`config.mk`:
```
export PLATFORM = sky130hd
export DESIGN_NAME = mem_responder
export DESIGN_NICKNAME = d
export VERILOG_FILES = /design/src/rtl/mem_responder_pkg.sv /design/src/rtl/mem_responder_array.sv /design/src/rtl/mem_responder.sv
export SDC_FILE = /design/constraint.sdc
export NUM_CORES = 2
export LEC_CHECK = 0
export CORE_AREA = 2 2 387 389
export DETAILED_ROUTE_END_ITERATION = 16
export DIE_AREA = 0 0 389 391
export GPL_TIMING_DRIVEN = 0
export PLACE_DENSITY = 0.73
export SLEW_MARGIN = 20
export SYNTH_ARGS = -nofsm -noshare
export SYNTH_HDL_FRONTEND = slang
export SYNTH_HIERARCHICAL = 1
export SYNTH_SLANG_ARGS = --single-unit
```
`constraint.sdc`:
```
create_clock -name clk -period 4 [get_ports clk]
set_input_delay 0.8 -clock clk [delete_from_list [all_inputs] [get_ports clk]]
set_output_delay 0.8 -clock clk [all_outputs]
set_load 0.01 [all_outputs]
```
`src/rtl/mem_responder_pkg.sv`:
```
// Shared types and constants for the wait-state memory responder.
// Included by the FSM top and the storage array.
package mem_responder_pkg;

  // Default data/address width in bits.
  localparam int DEF_WIDTH = 8;

  // The wait counter is sized for WAIT values from 0 to 15.
  localparam int CNT_W = 4;

  // Enum literals carry an ST_ prefix so they do not collide with the WAIT parameter.
  typedef enum logic [1:0] {
    ST_IDLE = 2'd0,
    ST_WAIT = 2'd1,
    ST_RESP = 2'd2
  } state_t;

endpackage

```
`src/rtl/mem_responder_array.sv`:
```
// Byte-wide storage for the responder.
// Provides one synchronous write port and one combinational read port.
module mem_responder_array
  import mem_responder_pkg::*;
#(
  parameter int WIDTH = DEF_WIDTH
) (
  input  logic             clk,
  input  logic             we,
  input  logic [WIDTH-1:0] waddr,
  input  logic [WIDTH-1:0] wdata,
  input  logic [WIDTH-1:0] raddr,
  output logic [WIDTH-1:0] rdata
);

  // The contents are deliberately left uninitialised, and reset does not clear them.
  logic [WIDTH-1:0] mem_reg [0:(2**WIDTH)-1];

  always_ff @(posedge clk) begin
    if (we) begin
      mem_reg[waddr] <= wdata;
    end
  end

  assign rdata = mem_reg[raddr];

endmodule

```
`src/rtl/mem_responder.sv`:
```
// Wait-state memory responder for the multicycle MIPS core.
// It captures a request, waits WAIT cycles, then gives a one-cycle memready strobe.
module mem_responder
  import mem_responder_pkg::*;
#(
  parameter int WIDTH = DEF_WIDTH,
  parameter int WAIT  = 2
) (
  input  logic             clk,
  input  logic             reset,
  input  logic             memread,
  input  logic             memwrite,
  input  logic [WIDTH-1:0] adr,
  input  logic [WIDTH-1:0] writedata,
  output logic [WIDTH-1:0] memdata,
  output logic             memready,
  output logic             proto_err
);

  localparam logic [CNT_W-1:0] WAIT_LD = CNT_W'(WAIT);

  state_t           state_reg, state_next;
  logic [CNT_W-1:0] cnt_reg, cnt_next;
  logic [WIDTH-1:0] adr_reg;
  logic [WIDTH-1:0] wdata_reg;
  logic             op_write_reg;
  logic [WIDTH-1:0] memdata_reg;
  logic             memready_reg;
  logic             proto_err_reg;

  logic             capture;
  logic             enter_resp;
  logic             read_next;
  logic             mem_we;
  logic [WIDTH-1:0] mem_raddr;
  logic [WIDTH-1:0] mem_rdata;

  always_comb begin
    state_next = state_reg;
    cnt_next   = cnt_reg;
    capture    = 1'b0;
    enter_resp = 1'b0;
    case (state_reg)
      ST_IDLE: begin
        if (memread || memwrite) begin
          capture  = 1'b1;
          cnt_next = WAIT_LD;
          if (WAIT_LD == '0) begin
            state_next = ST_RESP;
            enter_resp = 1'b1;
          end else begin
            state_next = ST_WAIT;
          end
        end
      end
      ST_WAIT: begin
        cnt_next = cnt_reg - 1'b1;
        if (cnt_reg == CNT_W'(1)) begin
          state_next = ST_RESP;
          enter_resp = 1'b1;
        end
      end
      ST_RESP: begin
        state_next = ST_IDLE;
      end
      default: begin
        state_next = ST_IDLE;
      end
    endcase
  end

  // With WAIT=0, RESP is entered on the capture edge itself, so the read address and operation come straight from the inputs.
  always_comb begin
    read_next = 1'b0;
    mem_raddr = adr_reg;
    if (state_reg == ST_IDLE) begin
      read_next = !memwrite;
      mem_raddr = adr;
    end else begin
      read_next = !op_write_reg;
    end
  end

  // Writes commit on the edge that leaves RESP. A reset on that edge abandons the write.
  assign mem_we = (state_reg == ST_RESP) && op_write_reg && !reset;

  always_ff @(posedge clk) begin
    if (reset) begin
      state_reg     <= ST_IDLE;
      cnt_reg       <= '0;
      adr_reg       <= '0;
      wdata_reg     <= '0;
      op_write_reg  <= 1'b0;
      memdata_reg   <= '0;
      memready_reg  <= 1'b0;
      proto_err_reg <= 1'b0;
    end else begin
      state_reg    <= state_next;
      cnt_reg      <= cnt_next;
      memready_reg <= enter_resp;
      if (capture) begin
        adr_reg      <= adr;
        wdata_reg    <= writedata;
        op_write_reg <= memwrite;
      end
      if (enter_resp && read_next) begin
        memdata_reg <= mem_rdata;
      end
      if ((state_reg == ST_IDLE) && memread && memwrite) begin
        proto_err_reg <= 1'b1;
      end
    end
  end

  mem_responder_array #(
    .WIDTH(WIDTH)
  ) u_array (
    .clk   (clk),
    .we    (mem_we),
    .waddr (adr_reg),
    .wdata (wdata_reg),
    .raddr (mem_raddr),
    .rdata (mem_rdata)
  );

  assign memdata   = memdata_reg;
  assign memready  = memready_reg;
  assign proto_err = proto_err_reg;

endmodule
```
## Word-level counts from Yosys, hierarchy flattened

Memory sizes are Yosys's and may differ from the RTL's. A register that Yosys moved wholly into a read port is not among the register bits.
Index checks and enable logic that the tools add are counted.

- Add/subtract/negate cells: 1
- Multipliers: 0
- Div/mod/pow operators: 0
- Order comparisons: 0
- Eq/ne operators: 5
- Shifts and indexed selects: 0
- Mux-type cells: 13
- Bitwise logic cells: 0
- Reductions and logical operators: 13

Operators with widths:

| kind | number |
|---|---|
| $mux 8 | 1 |
| $pmux 4 s2 | 1 |
| $mux 1 | 7 |
| $logic_and 1x1->1 | 5 |
| $eq 4x1->1 const B | 1 |
| $mux 2 | 2 |
| $mux 4 | 1 |
| $ne 2x2->1 const B | 2 |
| $pmux 2 s2 | 1 |
| $reduce_and 2->1 | 2 |
| $sub 4x1->4 const B | 1 |
| $logic_not 1->1 | 3 |
| $eq 2x1->1 const B | 1 |
| $eq 2x2->1 const B | 1 |
| $logic_not 2->1 | 1 |
| $reduce_bool 2->1 | 1 |
| $logic_or 1x1->1 | 1 |

- Register bits after elaboration: 25
- Latch bits: 0
- Bits in writable memories: 2048
- ROM bits: 0
- Bits of input ports: 20
- Output and inout bits: 10
- Logic and storage cells: 40
- Memories kept: 1

Memory list:

| name | depth | bits a word | rd ports | clocked after memory_dff | write ports | RTL line | text |
|---|---|---|---|---|---|---|---|
| u_array.mem_reg | 256 | 8 | 1 | 1 | 1 | mem_responder_array.sv:17 | `logic [WIDTH-1:0] mem_reg [0:(2**WIDTH)-1];` |

## Longest topological paths before layout

- Word-level depth: 5
- Mapped depth: 18
- Gate-level depth less buffers: 11

## Hierarchy

Netlist, hierarchy kept.

Modules (own cells, without submodules):

| module | instances | cells an instance | area an instance (µm²) | seq. area each (µm²) |
|---|---|---|---|---|
| mem_responder_array | 1 | 3725 | 79396.1 | 61499.0 |
| mem_responder | 1 | 178 | 1508.9 | 660.6 |

## Worst setup path after synthesis

No wires, ideal clock.

- Path kind: register to register
- Start: register wdata_reg[0]
- End: memory u_array/mem_reg[0][0] (netlist name) (data pin)
- Library setup time: 0.855 ns
- Data arrival time: 3.393 ns
- Data required time: 3.145 ns
- Setup slack: -0.247 ns
- Cell stages (with the launch flop): 1
- Path buffers: 0
- Period minus slack after synthesis: 4.247 ns
- Path through: dfxtp_1

RTL lines:

| element | RTL line | text |
|---|---|---|
| start: declaration | mem_responder.sv:25 | `logic [WIDTH-1:0] wdata_reg;` |
| start signal: assignment | mem_responder.sv:103 | `wdata_reg <= writedata;` |
| end: declaration | mem_responder_array.sv:17 |  |

No word-level cell before the write port.

## Worst setup path after layout

- Start: register adr_reg[0]
- End: memory u_array/mem_reg[141][0] (netlist name) (enable)

RTL lines:

| element | RTL line | text |
|---|---|---|
| start: declaration | mem_responder.sv:24 | `logic [WIDTH-1:0] adr_reg;` |
| start signal: assignment | mem_responder.sv:102 | `adr_reg <= adr;` |

No word-level cell before the write port.

==> results.sh <==
export IMPL_status="finished with violations"
export IMPL_violations="setup timing"
export IMPL_finalCriticalPeriod_ns=4.16
export IMPL_fin_util_pct=62.9
export IMPL_drt_initial_drc_count=7920
export IMPL_hold_violations=0
export IMPL_viasPerCell=7.04
export IMPL_power_total_mw=48.7
export IMPL_power_density_nw_per_um2=522
export IMPL_path_buf_inv=3
export IMPL_portBuffers=29
export IMPL_grt_max_degree=81
export IMPL_slew_violations=0
export IMPL_swShare_pct=24.8
export IMPL_fp_dieH_um=391
export IMPL_startpoint_type="flop"
export IMPL_critical_path_top_delay_family="buffers and inverters"
export IMPL_max_freq_mhz=240
export IMPL_num_vias=44200
export IMPL_pwr_share_comb_pct=12.4
export IMPL_syn_nets=3925
export IMPL_pwr_share_seq_pct=49.8
export IMPL_synth_edff_count=2048
export IMPL_clk_pin_slew_ns=0.06
export IMPL_cp_required_ns=4.46
export IMPL_wl_per_cell_um=38.1
export IMPL_finalCritPeriodShare_pct=104
export IMPL_synth_area_per_cell_um2=20.7
export IMPL_nNetsFinal=4202
export IMPL_leakage_nw=28.9
export IMPL_largest_register_ff_count=2048
export IMPL_start_util_pct=54.5
export IMPL_antenna_found_initial=8
export IMPL_crit_path_cell_trace="clkbuf_1 -> nor2b_1 -> clkbuf_1 -> nand4_1 -> clkbuf_2 -> nor2_2"
export IMPL_layout_setup_ws_ns=-0.163
export IMPL_ys_top_cells_by_area="edfxtp_1, mux4_2, mux2i_1, nor2_1, a22oi_1"
export IMPL_syn_inst=3903
export IMPL_die_area_um2=152000
export IMPL_place_ws_ns=-2.16
export IMPL_overflow=0
export IMPL_track_usage_pct=31.6
export IMPL_maxCapViolations=0
export IMPL_drtPass1Iterations=12
export IMPL_core_area_um2=149000
export IMPL_final_cells=6285
export IMPL_clock_sinks=2081
export IMPL_cp_common_cell="clkbuf_1"
export IMPL_hold_path_class="reg2reg"
export IMPL_postCtsHoldBufs=0
export IMPL_synth_most_common_cell="edfxtp_1"
export IMPL_clock_skew_ns=0.0632
export IMPL_clk_latency_ns=0.85
export IMPL_ant_nets=0
export IMPL_io_pins=30
export IMPL_irDropWorstVdd_uv=480
export IMPL_ys_seq_area_share_pct=76.8
export IMPL_synth_area_um2=80900
export IMPL_cell_internal_pwr_mw=36.6
export IMPL_grt_pass1_wl_mm=330
export IMPL_layout_drive_gt1_share_pct=30.2
export IMPL_syn_to_final_growth_pct=15.4
export IMPL_slowest_delay_ns=0.79
export IMPL_cts_root_buf="clkbuf_16"
export IMPL_yosys_area_top_type="edfxtp_1"
export IMPL_async_flop_share_pct=0
export IMPL_die_width_um=389
export IMPL_setup_viol=137
export IMPL_worstSetupPathType="reg2reg"
export IMPL_slew_headroom_pct=20.5
export IMPL_finalSetupTns_ns=-4.62
export IMPL_nFillCells=9737
export IMPL_synthTopCellsByCount="edfxtp_1, mux4_2, nor2_1, mux2i_1, a22oi_1"
export IMPL_gp_congestion=0.997
export IMPL_synth_top_cell_area_share_pct=76.0
export IMPL_cts_tree="built"
export IMPL_cts_max_path_buffers=3
export IMPL_synth_seq_cells=2081
export IMPL_dpl_hpwl_mm=160
export IMPL_power_switching_mw=12.1
export IMPL_post_route_drc_count=0
export IMPL_wirelength_mm=240
export IMPL_cts_made_buffers=199
export IMPL_synth_warnings=6
export IMPL_slowest_stage="nor2_2"
export IMPL_worst_pin_slew_ns=1.19
export IMPL_cp_max_fo=10
export IMPL_rows=142
export IMPL_grt_pass1_vias=42800
export IMPL_synth_ff_type="edfxtp_1"
export IMPL_htree_levels=4
export IMPL_ys_types=67
export IMPL_clockPowerShare_pct=37.7
export IMPL_endpoint_kind="flop"
export IMPL_dpl_cell_count=5905
export IMPL_arrival_ns=4.63
[kinds of logic (layout without fill, tap and decap cells)]
kind of cell / count (synthesis) / count (layout) / synth area share, %
XOR/XNOR: 1 / 1 / 0.0108
AND/OR/NAND/NOR: 542 / 542 / 3.12
multiplexers: 599 / 599 / 14.5
other: 0 / 1 / 0
AO/OA/AOI/OAI: 427 / 427 / 3.65
buffers and inverters: 251 / 688 / 1.89
adder cells (fa/ha/maj): 2 / 2 / 0.0309
flip-flops: 2081 / 2081 / 76.8
[cells in the final DEF, fill, tap and decap left out, drive strengths merged, types with 6 or more instances in the layout]
| cell type | n |
|---|---|
| edfxtp | 2048 |
| mux4 | 456 |
| clkbuf | 365 |
| nor2 | 286 |
| buf | 191 |
| mux2i | 142 |
| a22oi | 133 |
| a21oi | 114 |
| clkinv | 71 |
| nand2 | 60 |
| nand3 | 51 |
| o221ai | 47 |
| dfxtp | 33 |
| nor2b | 32 |
| clkdlybuf4s50 | 29 |
| o21ai | 29 |
| o22ai | 28 |
| nor4 | 27 |
| nor3 | 25 |
| bufinv | 17 |
| a211oi | 17 |
| or2b | 15 |
| a221oi | 15 |
| o211ai | 11 |
| nand2b | 11 |
| inv | 11 |
| nand4 | 10 |
| a22o | 8 |
| or2 | 6 |
| and2 | 6 |
[worst register-to-register path: cells and delay by family (launching register included)]
family                 cells  cell delay, ns
AND/OR/NAND/NOR            3            1.50
flip-flops                 1            0.58
buffers and inverters      3            1.70
[cell type report]
cell class | count | area (µm²) | area share [%]
sequential | 2081 | 62200 | 66.6
clock inverter | 98 | 1030 | 1.11
buffer | 239 | 2230 | 2.39
inverter | 5 | 20.0 | 0.0214
timing repair buffer | 83 | 1200 | 1.28
antenna | 1 | 2.50 | 0.00268
clock buffer | 263 | 5260 | 5.64
multi-input combinational | 1571 | 19000 | 20.3
tap | 1944 | 2430 | 2.61
[worst paths after layout]
path                                               from                           endpoint  slack [ns]  depth (start not counted)
worst min-delay path             proto_err$_SDFFE_PP0P_             proto_err$_SDFFE_PP0P_        0.49                          2
worst max-delay path            adr_reg[0]$_SDFFE_PP0P_  u_array/mem_reg[141][0]$_DFFE_PP_       -0.16                          6
worst min register to register   proto_err$_SDFFE_PP0P_             proto_err$_SDFFE_PP0P_        0.49                          2
worst max register to register  adr_reg[0]$_SDFFE_PP0P_  u_array/mem_reg[141][0]$_DFFE_PP_       -0.16                          6
[stage by stage]
step                hold slack, ns  cell area (µm²)
floorplan                    0.465            80900
global placement             0.458            83600
detailed placement           0.471            84500
CTS                          0.484            92900
global route                 0.510            93400
finish                       0.490            93400
[what timing repair did]
item,4_1_cts,5_1_grt
gates resized for setup,566,93
gates cloned,0,0
pin swaps,26,26
setup buffers,3,21
endpoints found under the setup margin,1645,712
[power groups by stage]
stage          Combinational (mW)  Sequential [mW]  Clock (mW)
3_5_place_dp                 5.16             24.7           0
6_report                     6.04             24.3        18.4
5_1_grt                      6.07             24.3        19.3
4_1_cts                      5.69             24.3        18.5
3_3_place_gp                 4.59             25.2           0
2_1_floorplan                2.68             24.9           0
[metal layers]
layer / wire, µm / up-vias / track usage [%]
li1: - / 16900 / -
met1: 80900 / 22800 / 42.2
met2: 106000 / 3791 / 46.2
met3: 35200 / 740 / 9.42
met4: 17400 / 8 / 19.3
met5: 80 / - / 0.191
No activity file was read; power rests on OpenSTA's default activity.
